--- src/rtl/ptosda_n_if.sv ---
// Bus bundle for the ptosda_n serialiser: load handshake, status flags and the scl/sda pair.
interface ptosda_n_if #(
    parameter int unsigned DATA_W = 4
);
    logic [DATA_W-1:0] data;
    logic              load;
    logic              ready;
    logic              busy;
    logic              done;
    logic              scl;
    logic              sda;

    modport master (
        output data,
        output load,
        input  ready,
        input  busy,
        input  done,
        input  scl,
        input  sda
    );

    modport slave (
        input  data,
        input  load,
        output ready,
        output busy,
        output done,
        output scl,
        output sda
    );
endinterface

--- src/rtl/ptosda_n.sv ---
// Parallel-to-serial framer: start, DATA_W bits MSB first, stop, on a free-running divided scl.
// Define PTOSDA_PARITY_EN to append an even parity bit after the data word.
module ptosda_n #(
    parameter int unsigned DATA_W   = 4,
    parameter int unsigned HALF_DIV = 1
) (
    input  logic      sclk,
    input  logic      rst,
    ptosda_n_if.slave bus
);
    localparam int unsigned BIT_W = $clog2(DATA_W + 1);
    localparam int unsigned CNT_W = (HALF_DIV > 1) ? $clog2(HALF_DIV) : 1;
    localparam logic [CNT_W-1:0] CNT_MAX  = CNT_W'(HALF_DIV - 1);
    localparam logic [BIT_W-1:0] BIT_LAST = BIT_W'(DATA_W - 1);

`ifdef PTOSDA_PARITY_EN
    typedef enum logic [2:0] {IDLE, START, DATA, PAR, STOP_LO, STOP_HI, DONE} state_t;
`else
    typedef enum logic [2:0] {IDLE, START, DATA, STOP_LO, STOP_HI, DONE} state_t;
`endif

    state_t            state, state_d;
    logic [CNT_W-1:0]  cnt;
    logic              scl_q;
    logic [DATA_W-1:0] shift, shift_d;
    logic [BIT_W-1:0]  bit_cnt, bit_cnt_d;
    logic              sda_q, sda_d;
    logic              ready_q, ready_d;
    logic              busy_q, busy_d;
    logic              done_q, done_d;
`ifdef PTOSDA_PARITY_EN
    logic              par_q, par_d;
`endif
    logic              high_first_c;
    logic              low_first_c;

    // Free-running scl divider, independent of frame activity
    always_ff @(posedge sclk) begin
        if (rst) begin
            cnt   <= '0;
            scl_q <= 1'b1;
        end else if (cnt == CNT_MAX) begin
            cnt   <= '0;
            scl_q <= ~scl_q;
        end else begin
            cnt   <= cnt + CNT_W'(1);
        end
    end

    assign high_first_c = scl_q  && (cnt == '0);
    assign low_first_c  = !scl_q && (cnt == '0);

    always_comb begin
        state_d   = state;
        shift_d   = shift;
        bit_cnt_d = bit_cnt;
        sda_d     = sda_q;
        ready_d   = ready_q;
        busy_d    = busy_q;
        done_d    = 1'b0;
`ifdef PTOSDA_PARITY_EN
        par_d     = par_q;
`endif
        case (state)
            IDLE: begin
                ready_d = 1'b1;
                sda_d   = 1'b1;
                if (bus.load && ready_q) begin
                    shift_d   = bus.data;
                    bit_cnt_d = '0;
                    ready_d   = 1'b0;
                    busy_d    = 1'b1;
                    state_d   = START;
`ifdef PTOSDA_PARITY_EN
                    par_d     = ^bus.data;
`endif
                end
            end
            // sda falls while scl is still high
            START: begin
                if (high_first_c) begin
                    sda_d   = 1'b0;
                    state_d = DATA;
                end
            end
            DATA: begin
                if (low_first_c) begin
                    sda_d     = shift[DATA_W-1];
                    shift_d   = {shift[DATA_W-2:0], 1'b0};
                    bit_cnt_d = bit_cnt + BIT_W'(1);
                    if (bit_cnt == BIT_LAST) begin
`ifdef PTOSDA_PARITY_EN
                        state_d = PAR;
`else
                        state_d = STOP_LO;
`endif
                    end
                end
            end
`ifdef PTOSDA_PARITY_EN
            PAR: begin
                if (low_first_c) begin
                    sda_d   = par_q;
                    state_d = STOP_LO;
                end
            end
`endif
            STOP_LO: begin
                if (low_first_c) begin
                    sda_d   = 1'b0;
                    state_d = STOP_HI;
                end
            end
            // sda rises while scl is high, closing the frame
            STOP_HI: begin
                if (high_first_c) begin
                    sda_d   = 1'b1;
                    done_d  = 1'b1;
                    busy_d  = 1'b0;
                    state_d = DONE;
                end
            end
            DONE: begin
                ready_d = 1'b1;
                state_d = IDLE;
            end
            default: begin
                state_d = IDLE;
            end
        endcase
    end

    always_ff @(posedge sclk) begin
        if (rst) begin
            state   <= IDLE;
            shift   <= '0;
            bit_cnt <= '0;
            sda_q   <= 1'b1;
            ready_q <= 1'b0;
            busy_q  <= 1'b0;
            done_q  <= 1'b0;
`ifdef PTOSDA_PARITY_EN
            par_q   <= 1'b0;
`endif
        end else begin
            state   <= state_d;
            shift   <= shift_d;
            bit_cnt <= bit_cnt_d;
            sda_q   <= sda_d;
            ready_q <= ready_d;
            busy_q  <= busy_d;
            done_q  <= done_d;
`ifdef PTOSDA_PARITY_EN
            par_q   <= par_d;
`endif
        end
    end

    assign bus.scl   = scl_q;
    assign bus.sda   = sda_q;
    assign bus.ready = ready_q;
    assign bus.busy  = busy_q;
    assign bus.done  = done_q;
endmodule

--- src/flat_wrapper.sv ---
// flat-port wrapper written by rule: the top's interface ports become plain ports
module ptosda_n_flat 
#(
    parameter int unsigned DATA_W   = 4,
    parameter int unsigned HALF_DIV = 1
)
  (sclk, rst, bus_data, bus_load, bus_ready, bus_busy, bus_done, bus_scl, bus_sda);
  ptosda_n_if #(.DATA_W(DATA_W)) bus_i ();
  input  logic sclk;
  input  logic rst;
  input wire logic [$bits(bus_i.data)-1:0] bus_data;
  input wire logic [$bits(bus_i.load)-1:0] bus_load;
  output wire logic [$bits(bus_i.ready)-1:0] bus_ready;
  output wire logic [$bits(bus_i.busy)-1:0] bus_busy;
  output wire logic [$bits(bus_i.done)-1:0] bus_done;
  output wire logic [$bits(bus_i.scl)-1:0] bus_scl;
  output wire logic [$bits(bus_i.sda)-1:0] bus_sda;
  assign bus_i.data = bus_data;
  assign bus_i.load = bus_load;
  assign bus_ready = bus_i.ready;
  assign bus_busy = bus_i.busy;
  assign bus_done = bus_i.done;
  assign bus_scl = bus_i.scl;
  assign bus_sda = bus_i.sda;
  ptosda_n #(.DATA_W(DATA_W), .HALF_DIV(HALF_DIV)) u_core (.sclk(sclk), .rst(rst), .bus(bus_i));
endmodule
--- config.mk ---
export PLATFORM = sky130hd
export DESIGN_NAME = ptosda_n_flat
export DESIGN_NICKNAME = d
export VERILOG_FILES = /design/src/rtl/ptosda_n_if.sv /design/src/rtl/ptosda_n.sv /design/src/flat_wrapper.sv
export SDC_FILE = /design/constraint.sdc
export NUM_CORES = 1
export LEC_CHECK = 0
export BUFFER_PORTS_ARGS = -buffer_cell sky130_fd_sc_hd__clkbuf_2
export CAP_MARGIN = 40
export CORE_MARGIN = 8
export CORE_UTILIZATION = 54
export DETAILED_ROUTE_END_ITERATION = 7
export GPL_TIMING_DRIVEN = 1
export PLACE_DENSITY = 0.76
export SLEW_MARGIN = 20
export SYNTH_ARGS = -nofsm -noshare
export SYNTH_HDL_FRONTEND = slang
export SYNTH_SLANG_ARGS = --single-unit
--- constraint.sdc ---
create_clock -name sclk -period 1.5 [get_ports sclk]
set_input_delay 0.075 -clock sclk [delete_from_list [all_inputs] [get_ports sclk]]
set_output_delay 0.075 -clock sclk [all_outputs]
set_load 0.01 [all_outputs]
Word-level counts from Yosys, hierarchy flattened
Index checks and enable logic that the tools add are counted.
- add/subtract/negate cells: 2
- multiply operators: 0
- divide/modulo/power cells: 0
- $lt $le $gt $ge: 0
- equal/unequal tests: 12
- shifts and indexed selects: 0
- multiplexer cells: 23
- bitwise logic cells: 3
- reductions and logical operators: 15
- operator list (cell ; count):
    $mux W3 ; 8
    $pmux W3 S5 ; 1
    $ne A2 B1 Y1 const B ; 6
    $eq A3 B2 Y1 const B ; 3
    $mux W4 ; 2
    $pmux W4 S2 ; 1
    $mux W1 ; 7
    $eq A3 B3 Y1 const B ; 2
    $pmux W3 S2 ; 1
    $reduce_and A3 Y1 ; 2
    $reduce_and A6 Y1 ; 1
    $reduce_bool A2 Y1 ; 3
    $pmux W1 S5 ; 1
    $reduce_and A5 Y1 ; 1
    $reduce_bool A5 Y1 ; 1
    $pmux W1 S2 ; 2
    $reduce_or A2 Y1 ; 2
    $add A3 B1 Y3 const B ; 1
    $eq A3 B1 Y1 const B ; 1
    $logic_and A1 B1 Y1 ; 3
    $logic_not A3 Y1 ; 1
    $not A1 Y1 ; 3
    $add A1 B1 Y1 const B ; 1
    $logic_not A1 Y1 ; 1
- register bits after elaboration: 16
- latch bits: 0
- bits in writable memories: 0
- ROM bits: 0
- input port bits: 7
- output and inout bits: 5
- logic and storage cells: 64
- memories kept: 0

Depth between registers and ports, before layout
- word-level depth: 4
- gate-level depth with buffers: 5
- mapped depth without buffers: 5

Least setup slack after synthesis
Ideal clock, no wire load.
- path type: register to register
- start: register u_core.scl_q, in the netlist u_core.bus.scl
- end: register u_core.bit_cnt[0]
- data arrival time: 1.161 ns
- slack: 0.221 ns
- stages on the path, launching flop included: 5
- cell sequence: dfxtp_1 > buf_6 > nor3b_4 > o21ai_2 > a32o_1
- cells in the longest elaborated chain, start to end: 4
- RTL lines (element ; RTL line ; text):
    from (decl) ; ptosda_n.sv:24 ; logic scl_q;
    from (signal assigned) ; ptosda_n.sv:44 ; scl_q <= ~scl_q;
    $logic_not A1 Y1 ; ptosda_n.sv:51 ; assign low_first_c = !scl_q && (cnt == '0);
    $logic_and A1 B1 Y1 ; ptosda_n.sv:51 ;
    $ne A2 B1 Y1 (no source line) ; -- ;
    $reduce_and A3 Y1 (no source line) ; -- ;
    to (signal assigned) ; ptosda_n.sv:148 ; bit_cnt <= bit_cnt_d;
    to (decl) ; ptosda_n.sv:26 ; logic [BIT_W-1:0] bit_cnt, bit_cnt_d;
Every way passes these cells.
A chain may end at the register's enable or synchronous reset.

Final worst setup path
- start: register u_core.state[0]
- end: register u_core.bit_cnt[0]
- cells in the longest elaborated chain, start to end: 3
- elaborated cells between the ends (all ways): 7
- classes of those cells: 3 x eq/ne; 1 x mux; 3 x reduce/logical
- RTL lines (element ; RTL line ; text):
    from (decl) ; ptosda_n.sv:22 ; state_t state, state_d;
    from (signal assigned) ; ptosda_n.sv:146 ; state <= state_d;
    $eq A3 B2 Y1 or $logic_not A3 Y1 (tied branches) ; ptosda_n.sv:64 ; case (state)
    $ne A2 B1 Y1 (no source line) or $reduce_bool A2 Y1 (tied branches) ; -- ;
    $reduce_and A3 Y1 (no source line) ; -- ;
Parallel ways exist; a longest one is shown, timed or not.

==> out/results.tsv <==
metric	value	unit
CTS sink count	16	
Max Slew Vio Count	0	
clk_lat worst skew	0.29	ns
CTS tree	done	
CP Capture Type	register	
GPL Wtd Cong	0.796	
die height	56.0	microns
Synth top area share	0.372	
critical setup path kind	reg -> reg	
DR WL/cell	14.4	microns
CORE AREA	0.00151	sq mm
Post-CTS Resized	0	
Routed Antenna Nets	0	
synth warn	0	
Die Wd	56.0	microns
Pwr Density	947	mW/mm^2
CP Buf/Inv Count	0	
setup_tns	0	ns
DRC	0	
RSZ-0062 raised after global routing	no	
share of cells above drive strength 1	0.262	
Power, Total	906	uW
Achievable Freq	0.743	GHz
Mapped Nets	100	
post-synth cell types	36	
Setup Fix Bufs, Post-CTS	0	
largest fanout on the critical path	11	
router iterations before antenna repair	4	
PortBufs	11	
Total Routing Usage GR	0.116	
peak supply drop	0.000540	V
Critical Path AT	1.53	ns
Final Hold Viols	0	
DRT iter0 DRCs	8	
Via density	5.97	
MaxCap Viol Count	0	
worst hold slack	0.0360	ns
Root Buffer	clkbuf_4	
Synth area leaders	dfxtp_1, mux2i_1, o211a_1, nor4b_1, ha_1	
I/O pin total	12	
vias in the first global route	719	
Post-DP HPWL	1310	microns
utilization after layout	0.635	
outcome	finished clean	
Async S/R FF share, synth	0	
hold_buf cts	0	
Nets	113	
cells after synthesis	91	
synthesis-to-layout area growth	11.0	%
Crit path max-delay family	simple AND/OR/NAND/NOR gates	
Seq cells post-synth	16	
slew at the pin closest to its max-slew limit	0.520	ns
clk buf depth	2	
area leader, netlist	dfxtp_1	
CTS buffer count	3	
# setup viols final	0	
ant diodes	0	
Avg Inst Size Synth	9.47	sq um
number of core rows	14	
min cycle time layout	1.35	ns
total gr overflow	0	
Synth Cell Area	862	sq um
initial antenna violation count	0	
period utilization	0.897	
Leak	0.000404	uW
Layout Skew	0.00535	ns
Routed WL	1720	microns
Via Count	710	
crit-path cells	nor2_1 -> o21ai_2 -> a32o_1	
ys flop type	dfxtp_1	
Critical Path Source Type	register	
Post-synth EDFFs	0	
worst path required time	1.68	ns
Slew headroom	0.652	
critical path's largest stage delay	0.45	ns
Crit-path slowest cell	nor2_1	
CTS clk-pin slew, worst paths	0.09	ns
sequential share of the synthesized area	0.372	
global-route wire length before repair	3040	microns
H-tree Lvls	1	
Hold Crit Class	in -> reg	
Die Footprint	0.00313	sq mm
largest net degree at the start of global routing	12	
starting density of the core	0.572	
synthesized netlist by cell type, types with 2 or more instances:
library cell / count
a21oi_1: 4
a31oi_1: 2
a32o_1: 2
buf_2: 4
buf_4: 2
buf_6: 2
dfxtp_1: 16
ha_1: 2
inv_1: 4
mux2i_1: 6
nand2_1: 4
nand3_1: 2
nor2_1: 5
nor2b_1: 4
nor3_1: 2
nor4_1: 2
nor4b_1: 3
o211a_1: 3
o211ai_1: 3
o21ai_0: 3
metal layers:
metal,wire [microns],GRT usage,vias up
met5,0,0,-
met4,27,0.0687,0
met3,70,0.0320,4
met2,841,0.194,9
met1,779,0.126,339
li1,-,-,358
path summary, 6_finish.rpt:
kind	startpoint	endpoint	slack, ns	cells after the start
hold reg to reg	u_core.shift[0]$_SDFFE_PP0P_	u_core.shift[0]$_SDFFE_PP0P_	0.48	2
setup reg to reg	u_core.state[0]$_SDFFE_PP0P_	u_core.bit_cnt[0]$_SDFFE_PP0P_	0.15	3
hold / removal	bus_data[0]	u_core.shift[0]$_SDFFE_PP0P_	0.04	3
setup / recovery	u_core.state[0]$_SDFFE_PP0P_	u_core.bit_cnt[0]$_SDFFE_PP0P_	0.15	3
kinds of logic after synthesis:
kind of cell,synth area share
AND/OR/NAND/NOR,0.202
XOR/XNOR,0.0102
AO/OA/AOI/OAI,0.225
other,0.00435
buffers and inverters,0.0885
flip-flops,0.372
adder cells (fa/ha/maj),0.0290
multiplexers,0.0697
worst min-delay path: cells and delay by family:
kind | cells | cell delay [ns]
buf+inv | 1 | 0.08
mux | 1 | 0.06
simple gates | 1 | 0.07
area by class of cell:
type / count / area (sq um)
inverter: 4 / 15.0
timing repair buffer: 17 / 100
tap: 16 / 20.0
sequential: 16 / 320
multi-input combinational: 62 / 465
fill: 134 / 549
clock buffer: 4 / 36.3
flip-flops by register name, indices dropped and copies added, names as in the netlist:
signal	count
u_core.shift	4
u_core.bus.done	1
u_core.bit_cnt	3
u_core.state	3
u_core.bus.busy	1
u_core.bus.ready	1
u_core.bus.sda	1
u_core.cnt	1
u_core.bus.scl	1
report_power, final:
| part | switching [uW] | internal, uW | leakage (uW) |
|---|---|---|---|
| Clock | 131 | 148 | 0.0000210 |
| Sequential | 27.7 | 450 | 0.000131 |
| Combinational | 74.6 | 75.6 | 0.000252 |
metrics by stage:
stage               worst slack (ns)  cells  area [sq um]
floorplan                      0.221     91           862
global placement               0.213    115           921
detailed placement             0.183    115           921
CTS                            0.170    119           957
global route                  0.0691    119           957
finish                         0.154    119           957
placed cells by master (no fill, tap or decap), drive strengths merged:
cell	netlist	layout
conb	1	1
dfxtp	16	16
ha	2	2
nor2b	4	4
nor2	5	5
nor4	2	2
nor4b	3	3
o211ai	3	3
clkbuf	1	15
xnor2	1	1
o21ai	4	4
and4	1	1
a21bo	1	1
nand2b	1	1
nor3b	1	1
a31oi	2	2
and3b	1	1
nand2	4	4
o21a	1	1
o211a	3	3
a21oi	4	4
and3	1	1
mux2i	6	6
nand3	2	2
a211oi	1	1
buf	8	6
o31ai	1	1
o311ai	1	1
o221a	1	1
nand3b	1	1
nor3	2	2
a32o	2	2
inv	4	4
Power figures use the tool's default switching activity.
